## src/rtl/speed_step_driver.sv

```systemverilog
// Rate-limited slew controller: steps an external up/down counter toward a latched target,
// issuing one enable pulse every STEP_DIV cycles until the counter equals the target.
`timescale 1ns/1ps
module speed_step_driver #(
    parameter int unsigned WIDTH    = 7,
    parameter int unsigned STEP_DIV = 4
) (
    input  logic             clk,
    input  logic             clear,
    input  logic [WIDTH-1:0] target,
    input  logic             load,
    input  logic             cancel,
    input  logic [WIDTH-1:0] count,
    output logic             enable,
    output logic             mode,
    output logic             busy,
    output logic             done
);

    localparam int unsigned HW = $clog2(STEP_DIV);
    localparam logic [HW-1:0] HoldInit = HW'(STEP_DIV - 2);
    localparam logic [HW-1:0] HoldLast = HW'(1);

    typedef enum logic [2:0] {
        StIdle,
        StCompare,
        StStep,
        StHold,
        StDone
    } state_e;

    state_e           state;
    logic [WIDTH-1:0] tgt_q;
    logic             mode_q;
    logic [HW-1:0]    hcnt;

    always_ff @(posedge clk or negedge clear) begin
        if (!clear) begin
            state  <= StIdle;
            tgt_q  <= '0;
            mode_q <= 1'b0;
            hcnt   <= '0;
        end else if (cancel) begin
            // Cancel beats a simultaneous load, so the target is left untouched.
            state <= StIdle;
        end else begin
            if (load) begin
                tgt_q <= target;
            end
            case (state)
                StIdle: begin
                    if (load) begin
                        state <= StCompare;
                    end
                end
                StCompare: begin
                    if (load) begin
                        state <= StCompare;
                    end else if (count == tgt_q) begin
                        state <= StDone;
                    end else begin
                        mode_q <= (count < tgt_q);
                        state  <= StStep;
                    end
                end
                StStep: begin
                    hcnt  <= HoldInit;
                    state <= StHold;
                end
                StHold: begin
                    // A load here only updates tgt_q; the hold runs out to keep the step rate.
                    hcnt <= hcnt - HoldLast;
                    if (hcnt == HoldLast) begin
                        state <= StCompare;
                    end
                end
                StDone: begin
                    state <= load ? StCompare : StIdle;
                end
                default: begin
                    state <= StIdle;
                end
            endcase
        end
    end

    assign enable = (state == StStep);
    assign done   = (state == StDone);
    assign busy   = (state != StIdle);
    assign mode   = mode_q;

endmodule

```

## config.mk

```make
export PLATFORM = sky130hd
export DESIGN_NAME = speed_step_driver
export DESIGN_NICKNAME = d
export VERILOG_FILES = /design/src/rtl/speed_step_driver.sv
export SDC_FILE = /design/constraint.sdc
export NUM_CORES = 1
export LEC_CHECK = 0
export CORE_UTILIZATION = 45
export DETAILED_ROUTE_END_ITERATION = 10
export PLACE_DENSITY = 0.77
export SLEW_MARGIN = 20
export SYNTH_ARGS = -nofsm -noshare
export SYNTH_HDL_FRONTEND = slang
export SYNTH_SLANG_ARGS = --single-unit
export TNS_END_PERCENT = 10
```

## constraint.sdc

```tcl
create_clock -name clk -period 2.5 [get_ports clk]
set_input_delay 0.5 -clock clk [delete_from_list [all_inputs] [get_ports clk]]
set_output_delay 0.5 -clock clk [all_outputs]
set_load 0.005 [all_outputs]
```

==> results.ini <==
[synthesis]
syn-mean-instance-area_um2=9.69
synth_async_sr_flop_share_pct=100
seq_area_frac_synth_pct=44.8
netlist_area_um2=727
ys.flop_type=dfrtp_1
synth_edf_count=0
synthDistinctLibCells=23
ys_warn_count=0
synth_fp_nets=101
syn_inst=75
synth-seq-cells=13

[pwr]
p_per_area_mw_per_mm2=536
pwr-share-seq_pct=49.0
power.leakage_nw=0.443
p_sw_mw=0.145
ir_drop_v=0.000242
combPwrFrac_pct=26.7
clock_power_share_pct=24.3
p_int_mw=0.381
power_switching_share_pct=27.6
power_mw=0.525

[routing]
routedWlPerCell_um=11.7
vias=595
drt_wl_total_um=1350
viasPerCell=5.17
ant_nets=0
drc=0
drtPass1Iterations=1
drt_iter0_markers=0

[setup_path]
timing.reg2reg.setup_slack_ns=1.16
startpoint_type=flop
worstPathArrival_ns=1.68
cp_slowest_cell=or3_2
setup.worst_path.end_class=primary output
path_max_fanout=6
path_class=reg2out
crit_required_ns=2.00
cpPeakStageDelay_ns=0.49
cp_top_family=simple AND/OR/NAND/NOR gates
cp_cell_sequence=or3_2, clkdlybuf4s50_1
path_buf_inv=1

[global_route]
grt_pass1_wl_um=2410
overflow=0
met3_usage_pct=3.88
grtUsageMet2_pct=30.5
grt_use_met1_pct=21.6
track_usage_pct=17.6
grt_pass1_vias=625
grt.busiest_layer=met2
antenna_found_initial=0
grt_max_degree=14

[timing]
tns_ns=0
worst_slew_pin_slew_ns=0.589
fmax_mhz=459
slew_headroom_pct=60.6
slew_viol_final=0
skew_ns=0.000940
min_period_over_period_pct=87.1
rsz0062_at_grt=no
hold_violations=0
post-route-min-period_ns=2.18
setup_viol=0

[clocking]
clkTransAtPathRegs_ns=0.08
cts_buffers=3
cts-root-buf=clkbuf_4
cts-resized-gates=0
clock-sinks=13
post_cts_buffers=0
cts_hold_buffers=0
cts_tree=yes
clock_latency_ns=0.27
cts_max_level=1
cts_max_path_buffers=2

[finish]
syn2layout_area_growth_pct=34.9
fill_cells=138
final_nets=126
antenna_cells=0
final_area_um2=981
layout_common_cells=clkdlybuf4s50_1, dfrtp_1, nand2_1
layout_commonest_cell=clkdlybuf4s50_1
multi_input_area_um2=362
seq_area_um2=325
drive_above_1_share_pct=9.09

[floorplan]
die_y_um=42.2
die_w_um=42.2
die_area_mm2=0.00178
num_io_pins=22
initial_core_util_pct=48.3
core-area_mm2=0.00151
std_cell_rows=14

[placement]
hpwl_um=1060
place_area_um2=955
io_buffers=21
place.gp.congestion=0.781

[run]
maxCapViolations=0

[outcome]
outcome=complete, no violations

[min_path]
hold_class=reg2reg

[power groups by stage]
stage / clock network, mW / registers [mW] / logic, mW
after floorplan: 0 / 0.256 / 0.0799
after global placement: 0 / 0.261 / 0.138
after detailed placement: 0 / 0.261 / 0.142
after CTS: 0.135 / 0.257 / 0.143
after global routing: 0.144 / 0.261 / 0.161
final: 0.128 / 0.257 / 0.140
[kinds of logic (layout without fill, tap and decap cells)]
logic type | count (synthesis) | in the layout | synth area share [%]
muxes | 1 | 1 | 1.55
DFF | 13 | 13 | 44.8
and+or+nand+nor | 26 | 26 | 20.3
AOI/OAI and AO/OA | 17 | 17 | 14.1
adders and majority gates | 8 | 8 | 13.8
buffers and inverters | 10 | 34 | 5.51
[synthesized netlist by cell type, types with 2 or more instances]
library cell,count,area (um^2)
nand2_1,11,41.3
nor3_1,2,10.0
nor2_1,2,7.51
ha_1,8,100
nor3b_1,3,22.5
a21oi_1,5,25.0
inv_1,8,30.0
o21ai_0,9,45.0
dfrtp_1,13,325
[flip-flops by register name (all words and copies together), names as in the netlist]
name and count:
state 3, mode 1, hcnt 2, tgt_q 7
[layout make-up]
class	instances	area share [%]
clock buffer	4	2.68
inverter	8	3.06
multi-input combinational	52	36.9
sequential	13	33.2
tap	16	2.04
timing repair buffer	22	22.2
[metrics by stage]
step | std cells | utilization (%) | setup WS, ns | hold WS (ns)
floorplan | 75 | - | 1.06 | 0.204
global placement | 111 | 63.4 | 0.628 | 0.487
detailed placement | 111 | 63.4 | 0.600 | 0.494
CTS | 115 | 65.1 | 0.297 | 0.513
global route | 115 | 65.1 | 0.260 | 0.550
finish | 115 | 65.1 | 0.322 | 0.522
[tightest hold or removal path: stages (launching register included)]
cell	delay (ns)
dfrtp_1	0.36
nand2_1	0.08
o31ai_2	0.06
[per-layer routing]
metal  routed length (um)  vias up
met5                    0        -
met4                    0        0
met3                   82        0
met2                  606       15
met1                  661      274
li1                     -      306
[path summary, 6_finish.rpt]
check                      startpoint  endpoint  depth (start not counted)
setup / recovery             state[2]      busy                          2
hold reg to reg                  mode      mode                          2
setup reg to reg             tgt_q[6]      mode                          6
min in group asynchronous       clear  tgt_q[1]                          1
max in group asynchronous       clear  tgt_q[5]                          1
hold / removal                   mode      mode                          2
No activity file was read; power rests on OpenSTA's default activity.
